## config.mk

```make
export PLATFORM = sky130hd
export DESIGN_NAME = tap_freq_meter_flat
export DESIGN_NICKNAME = d
export VERILOG_FILES = /design/src/rtl/tap_freq_meter_pkg.sv /design/src/rtl/tap_freq_meter_if.sv /design/src/rtl/tap_sync.sv /design/src/rtl/tap_freq_meter.sv /design/src/flat_wrapper.sv
export SDC_FILE = /design/constraint.sdc
export NUM_CORES = 1
export LEC_CHECK = 0
export CAP_MARGIN = 0
export CORE_ASPECT_RATIO = 0.8
export CORE_UTILIZATION = 39
export CTS_CLUSTER_SIZE = 8
export DETAILED_ROUTE_END_ITERATION = 6
export PLACE_DENSITY = 0.69
export SLEW_MARGIN = 25
export SYNTH_ARGS = -nofsm -noshare
export SYNTH_HDL_FRONTEND = slang
export SYNTH_SLANG_ARGS = --single-unit
```

## constraint.sdc

```tcl
create_clock -name clk -period 2.05 [get_ports clk]
set_input_delay 0.41 -clock clk [delete_from_list [all_inputs] [get_ports clk]]
set_output_delay 0.41 -clock clk [all_outputs]
set_load 0.02 [all_outputs]
```

## src/rtl/tap_freq_meter_pkg.sv

```systemverilog
// rtl/tap_freq_meter_pkg.sv - shared types and constants for the tap frequency meter
package tap_freq_meter_pkg;

  localparam int WIN_UNIT = 64;
  localparam int CNT_W    = 8;
  localparam int WIN_W    = 10;

  typedef enum logic [1:0] {
    IDLE    = 2'd0,
    ARM     = 2'd1,
    MEASURE = 2'd2,
    DONE    = 2'd3
  } state_e;

  // Window counter preload: (gate+1)*WIN_UNIT - 1, so the last MEASURE cycle sees zero
  function automatic logic [WIN_W-1:0] win_reload(input logic [3:0] gate);
    return {gate, 6'(WIN_UNIT - 1)};
  endfunction

endpackage

```

## src/rtl/tap_freq_meter_if.sv

```systemverilog
// rtl/tap_freq_meter_if.sv - control and result bundle of the tap frequency meter
interface tap_freq_meter_if;
  import tap_freq_meter_pkg::*;

  logic [1:0]       sel;
  logic [3:0]       gate_len;
  logic             start;
  logic [CNT_W-1:0] count;
  logic             busy;
  logic             done;
  logic             ovf;

  modport master (output sel, gate_len, start, input count, busy, done, ovf);
  modport slave  (input sel, gate_len, start, output count, busy, done, ovf);
endinterface

```

## src/rtl/tap_sync.sv

```systemverilog
// rtl/tap_sync.sv - two-flop synchronizer with rising-edge detector for one tap
module tap_sync (
  input  logic clk,
  input  logic rst_n,
  input  logic din,
  output logic rise
);
  logic s1_q, s1_d;
  logic s2_q, s2_d;
  logic prev_q, prev_d;

  always_comb begin
    s1_d   = din;
    s2_d   = s1_q;
    prev_d = s2_q;
  end

  always_ff @(posedge clk or negedge rst_n) begin
    if (!rst_n) begin
      s1_q   <= 1'b0;
      s2_q   <= 1'b0;
      prev_q <= 1'b0;
    end else begin
      s1_q   <= s1_d;
      s2_q   <= s2_d;
      prev_q <= prev_d;
    end
  end

  assign rise = s2_q & ~prev_q;
endmodule

```

## src/rtl/tap_freq_meter.sv

```systemverilog
// rtl/tap_freq_meter.sv - gated edge counter on a selectable divider tap
// TAP_FREQ_METER_AUTO_EN: restart from DONE straight into ARM for back-to-back windows
import tap_freq_meter_pkg::*;

module tap_freq_meter (
  input  logic             clk,
  input  logic             rst_n,
  input  logic [3:0]       tap_in,
  tap_freq_meter_if.slave  bus
);
  state_e           state_q, state_d;
  logic [1:0]       sel_q, sel_d;
  logic [WIN_W-1:0] win_q, win_d;
  logic             arm_q, arm_d;
  logic [CNT_W-1:0] edge_cnt_q, edge_cnt_d;
  logic [CNT_W-1:0] count_q, count_d;
  logic             sat_q, sat_d;
  logic             ovf_q, ovf_d;
  logic [CNT_W-1:0] cnt_nxt;
  logic             sat_nxt;
  logic             tap_bit;
  logic             rise;

  // In IDLE the live select feeds the synchronizer so ARM flushes the new tap, not the old one
  assign tap_bit = tap_in[(state_q == IDLE) ? bus.sel : sel_q];

  tap_sync u_sync (
    .clk  (clk),
    .rst_n(rst_n),
    .din  (tap_bit),
    .rise (rise)
  );

`ifdef TAP_FREQ_METER_AUTO_EN
  logic [3:0] gate_q, gate_d;
`endif

  always_comb begin
    state_d    = state_q;
    sel_d      = sel_q;
    win_d      = win_q;
    arm_d      = arm_q;
    edge_cnt_d = edge_cnt_q;
    count_d    = count_q;
    sat_d      = sat_q;
    ovf_d      = ovf_q;
`ifdef TAP_FREQ_METER_AUTO_EN
    gate_d     = gate_q;
`endif
    cnt_nxt    = edge_cnt_q;
    sat_nxt    = sat_q;
    if (rise) begin
      if (edge_cnt_q == {CNT_W{1'b1}}) sat_nxt = 1'b1;
      else                             cnt_nxt = edge_cnt_q + 1'b1;
    end

    case (state_q)
      IDLE: begin
        if (bus.start) begin
          sel_d      = bus.sel;
          win_d      = win_reload(bus.gate_len);
          edge_cnt_d = '0;
          sat_d      = 1'b0;
          ovf_d      = 1'b0;
          arm_d      = 1'b0;
`ifdef TAP_FREQ_METER_AUTO_EN
          gate_d     = bus.gate_len;
`endif
          state_d    = ARM;
        end
      end
      ARM: begin
        arm_d = 1'b1;
        if (arm_q) state_d = MEASURE;
      end
      MEASURE: begin
        edge_cnt_d = cnt_nxt;
        sat_d      = sat_nxt;
        if (win_q == '0) begin
          count_d = cnt_nxt;
          ovf_d   = sat_nxt;
          state_d = DONE;
        end else begin
          win_d = win_q - 1'b1;
        end
      end
      DONE: begin
`ifdef TAP_FREQ_METER_AUTO_EN
        win_d      = win_reload(gate_q);
        edge_cnt_d = '0;
        sat_d      = 1'b0;
        arm_d      = 1'b0;
        state_d    = ARM;
`else
        state_d    = IDLE;
`endif
      end
      default: state_d = IDLE;
    endcase
  end

  always_ff @(posedge clk or negedge rst_n) begin
    if (!rst_n) begin
      state_q    <= IDLE;
      sel_q      <= '0;
      win_q      <= '0;
      arm_q      <= 1'b0;
      edge_cnt_q <= '0;
      count_q    <= '0;
      sat_q      <= 1'b0;
      ovf_q      <= 1'b0;
    end else begin
      state_q    <= state_d;
      sel_q      <= sel_d;
      win_q      <= win_d;
      arm_q      <= arm_d;
      edge_cnt_q <= edge_cnt_d;
      count_q    <= count_d;
      sat_q      <= sat_d;
      ovf_q      <= ovf_d;
    end
  end

`ifdef TAP_FREQ_METER_AUTO_EN
  always_ff @(posedge clk or negedge rst_n) begin
    if (!rst_n) gate_q <= '0;
    else        gate_q <= gate_d;
  end
`endif

  assign bus.busy  = (state_q == ARM) || (state_q == MEASURE);
  assign bus.done  = (state_q == DONE);
  assign bus.count = count_q;
  assign bus.ovf   = ovf_q;
endmodule
```

## src/flat_wrapper.sv

```systemverilog
// flat-port wrapper written by rule: the top's interface ports become plain ports
module tap_freq_meter_flat 
  (clk, rst_n, tap_in, bus_sel, bus_gate_len, bus_start, bus_count, bus_busy, bus_done, bus_ovf);
  tap_freq_meter_if bus_i ();
  input  logic clk;
  input  logic rst_n;
  input  logic [3:0] tap_in;
  input wire logic [$bits(bus_i.sel)-1:0] bus_sel;
  input wire logic [$bits(bus_i.gate_len)-1:0] bus_gate_len;
  input wire logic [$bits(bus_i.start)-1:0] bus_start;
  output wire logic [$bits(bus_i.count)-1:0] bus_count;
  output wire logic [$bits(bus_i.busy)-1:0] bus_busy;
  output wire logic [$bits(bus_i.done)-1:0] bus_done;
  output wire logic [$bits(bus_i.ovf)-1:0] bus_ovf;
  assign bus_i.sel = bus_sel;
  assign bus_i.gate_len = bus_gate_len;
  assign bus_i.start = bus_start;
  assign bus_count = bus_i.count;
  assign bus_busy = bus_i.busy;
  assign bus_done = bus_i.done;
  assign bus_ovf = bus_i.ovf;
  tap_freq_meter u_core (.clk(clk), .rst_n(rst_n), .tap_in(tap_in), .bus(bus_i));
endmodule
```

Word level (Yosys, flattened, before mapping):

Index checks and enable logic that the tools add are counted.

* register bits: 36
* input port bits: 13
* word-level logic and storage cells: 57
* output and inout port bits: 11

* reductions and logical operators: 12
* bitwise logic cells: 2
* multiplexer cells: 21
* add/subtract/negate cells: 2
* order comparisons: 1
* equality and inequality tests: 8

Operators by type and width (number)
* 8-bit 2-to-1 mux: 3
* 10-bit 2-to-1 mux: 2
* 10-bit one-hot mux with 2 select lines: 1
* 8-bit one-hot mux with 2 select lines: 1
* 10-bit logical NOT: 1
* 10-bit by 1-bit subtractor with 10-bit output (second input constant): 1
* 3-bit AND reduction: 3
* 8-bit by 1-bit adder with 8-bit output (second input constant): 1
* 8-bit equality test (second input constant): 1
* 2-bit 2-to-1 mux: 4
* 2-bit one-hot mux with 4 select lines: 1
* 2-bit AND reduction: 4
* 1-bit one-hot mux with 2 select lines: 3
* 1-bit 2-to-1 mux: 5
* 2-bit equality test (second input constant): 2
* 2-bit by 1-bit inequality test with 1-bit output (second input constant): 2
* 2-bit inequality test (second input constant): 2
* 2-bit nonzero test: 2
* 2-bit by 3-bit < comparator with 1-bit output (second input constant): 1
* 1-bit binary-select mux with 2-bit select: 1
* 2-bit by 1-bit equality test with 1-bit output (second input constant): 1
* 2-bit logical NOT: 1
* 1-bit bitwise AND: 1
* 1-bit logical OR: 1
* 1-bit inverter: 1

Depth between registers and ports, before layout:

* depth in word-level cells: 5
* depth in mapped cells: 8

Hierarchy:

From an unflattened synthesis, not the netlist that was laid out.

* cell total of the unflattened synthesis: 204
* area, all modules: 2020.7 um2

By module, submodules not included
* tap_freq_meter: cells an instance 200, seq. area each 825.8 um2, times used 1, area an instance 1931.9 um2
* tap_sync: cells an instance 4, seq. area each 75.1 um2, times used 1, area an instance 88.8 um2

Least setup slack after synthesis:

Ideal clock, no wire load.

* path kind: flip-flop to flip-flop
* start: register u_core.state_q[0]
* end: register u_core.win_q[8]
* required time: 1.924 ns
* period minus slack after synthesis: 1.896 ns
* path slack: 0.154 ns
* cell stages (with the launch flop): 8
* arrival time: 1.770 ns
* buffers on the path: 1
* cell sequence: dfrtp_1 -> inv_1 -> ha_1 -> buf_2 -> mux2i_1 -> nor3b_1 -> mux2_1 -> a221o_1

* cells in the longest elaborated chain, start to end: 3

RTL lines
* from (decl): line tap_freq_meter.sv:11 `state_e state_q, state_d;`
* from (signal assigned): line tap_freq_meter.sv:113 `state_q <= state_d;`
* 2-bit equality test or 2-bit logical NOT (tied branches): line tap_freq_meter.sv:57 `case (state_q)`
* 2-bit inequality test (no line) or 2-bit nonzero test (tied branches)
* 3-bit AND reduction (no line)
* to (signal assigned): line tap_freq_meter.sv:115 `win_q <= win_d;`
* to (decl): line tap_freq_meter.sv:13 `logic [WIN_W-1:0] win_q, win_d;`

Parallel ways exist; a longest one is shown, timed or not.
A chain may end at the register's enable or synchronous reset.

Final worst setup path:

* start: register u_core.win_q[0]
* end: register u_core.count_q[6], in the netlist u_core.bus.count[6]

* cells in the longest elaborated chain, start to end: 2

RTL lines
* 10-bit logical NOT: line tap_freq_meter.sv:79 `if (win_q == '0) begin`
* 2-bit AND reduction (no line)
* to (signal assigned): line tap_freq_meter.sv:118 `count_q <= count_d;`
* to (decl): line tap_freq_meter.sv:16 `logic [CNT_W-1:0] count_q, count_d;`

No other way between the ends.

==> metrics.yaml <==
outcome: "finished clean"
final_common_cell: "dfrtp_1"
rows: 23
cts_tree: "built"
final-max-slew-violation-count: 0
root_buffer: "clkbuf_8"
clock_skew_ns: 0.00427
ir_worst_vdd_mv: 0.836
syn_inst: 226
p_seq_share_pct: 39.2
whs_ns: 0.0658
cp_max_fo: 7
worstRegToRegCells: 5
ys_types: 52
grt_pass1_vias: 1721
hpwl_mm: 3.35
p_int_mw: 1.85
fp.dieW_um: 84.8
p_sw_mw: 1.32
tightest_slew_ns: 0.433
place_congestion: 0.809
finalSetupViolations: 0
drc: 0
synthFlopType: "dfrtp_1"
die_y_um: 68.3
final_nets: 277
area_growth_pct: 20.9
place_area_sq_um: 2490
power_frac_clock_pct: 16.6
dieArea_sq_um: 5790
antenna_found_initial: 0
synth_nets: 246
gr-total-overflow: 0
cp.required_ns: 2.22
grt_pass1_wl_mm: 8.29
routed_wirelength_mm: 4.67
first_pass_iters: 6
cts.path.max_buffers: 2
synth.area.top_cells: "dfrtp_1, mux2i_1, nand2_1"
timing.fmax_mhz: 522
critPathKind: "reg2reg"
period_minus_slack_ns: 1.92
tns_ns: 0
grt_max_degree: 37
drive_gt1_share_pct: 13.2
r2r-start: "u_core.win_q[0]"
clock_sinks: 36
maxSlewHeadroom_pct: 70.9
insertion_delay_ns: 0.29
netlist.area_leader.share_pct: 42.1
hold_class: "in2async"
cts_max_level: 2
postSynth.asyncResetShare_pct: 100
yosysSeqAreaShare_pct: 42.1
powerDensity_nw_per_um2: 1220
syn_area_sq_um: 2140
synth_edf_count: 0
core_area_sq_um: 5150
ys_warn_count: 0
wire_per_inst_um: 14.6
end_kind: "flop"
grt_usage_pct: 18.7
synth.ff_latch_count: 36
reg2reg_setup_slack_ns: 0.13
fin_crit_sh_pct: 93.4
viasPerCell: 5.59
cp-start-kind: "flop"
final_area_sq_um: 2590
hold_viol: 0
syn_avg_cell_area_sq_um: 9.47
swShare_pct: 41.5
r2r_end: "u_core.bus.count[6]"
ctsHoldBuffers: 0
rsz0062_at_grt: "no"
crit_arrival_ns: 2.09
cts_made_buffers: 5
layout_common_cells: "dfrtp_1, nand2_1, clkdlybuf4s50_1, nor2_1, mux2i_1"
ant_nets: 0
drtIter0Drc: 143
diodes: 0
clk_pin_slew_ns: 0.07
p_leak_nw: 1.11
vias: 1788
initial_core_util_pct: 41.6
p_comb_share_pct: 44.2
yosysTopAreaCell: "dfrtp_1"
io-pin-count: 24
cap_violations: 0
port_buffers: 23
[cells in the mapped netlist, types with 3 or more instances]
cell type and n:
a21oi_1 6, a31oi_1 5, dfrtp_1 36, xor2_1 3, nand3_1 7, clkbuf_1 6, ha_1 7, buf_2 4
and3_1 4, nand4_1 6, o21ai_0 10, mux2_2 5, o211ai_1 3, o21ai_1 5, nor3_1 6, nand2_1 26
nand2b_1 4, or3_1 5, nor2_1 15, mux2i_1 14, inv_1 11
[worst max-delay path by stage]
stage	from	end	slack [ns]	cells past startpoint
CTS	u_core.state_q[0]	u_core.win_q[8]	0.10	6
finish	u_core.win_q[0]	u_core.bus.count[6]	0.13	5
floorplan	u_core.state_q[0]	u_core.win_q[8]	0.15	7
global route	u_core.win_q[0]	u_core.win_q[4]	0.03	6
detailed placement	bus_start	u_core.edge_cnt_q[5]	0.04	6
global placement	bus_start	u_core.edge_cnt_q[5]	0.07	6
[state kept, by name, indices dropped and copies added, names as in the netlist, 2 cells and up]
signal             flops
u_core.state_q         2
u_core.sel_q           2
u_core.edge_cnt_q      8
u_core.bus.count       8
u_core.win_q          10
[kinds of logic after synthesis]
family / share of synthesized area, %
XOR/XNOR: 1.23
adder cells (fa/ha/maj): 4.09
buffers and inverters: 4.68
AND/OR/NAND/NOR: 21.4
flip-flops: 42.1
AO/OA/AOI/OAI: 15.3
multiplexers: 11.3
[timing repair]
action / 4_1_cts / 5_1_grt
resized for setup: 1 / 2
endpoints found under the setup margin: 1 / 5
buffers inserted: 0 / 0
[area by class of cell]
class                           count  area (sq um)
Fill cell                         466          2560
Multi-Input combinational cell    167          1140
Sequential cell                    36           901
Timing Repair Buffer               36           334
Clock buffer                        8          90.1
Tap cell                           62          77.6
Inverter                           11          41.3
[layer usage]
metal	global-route usage [%]	vias up	wire [um]
li1	-	884	-
met1	26.5	854	2460
met2	28.9	43	1980
met3	3.74	7	169
met4	6.36	0	56
met5	0	-	0
[metrics by stage]
step | worst slack [ns] | utilization [%] | power, mW | std cells
after floorplan | 0.154 | - | 2.19 | 226
after global placement | 0.0682 | 48.4 | 2.61 | 312
after detailed placement | 0.0386 | 48.4 | 2.66 | 312
after CTS | 0.102 | 50.2 | 3.17 | 320
after global routing | 0.0332 | 50.3 | 3.42 | 320
final | 0.135 | 50.3 | 3.17 | 320
[worst max-delay path: stages, from the launching register on]
cell	delay [ns]
dfrtp_1	0.42
inv_1	0.09
ha_1	0.18
nor2b_1	0.35
and4_1	0.40
mux2_2	0.36
[power by group through the flow]
| stage | combinational, mW | clock [mW] | sequential, mW |
|---|---|---|---|
| after floorplan | 1.06 | 0 | 1.12 |
| after global placement | 1.37 | 0 | 1.24 |
| after detailed placement | 1.40 | 0 | 1.25 |
| after CTS | 1.40 | 0.541 | 1.24 |
| after global routing | 1.56 | 0.563 | 1.30 |
| final | 1.40 | 0.526 | 1.24 |
No activity file was read; power rests on OpenSTA's default activity.
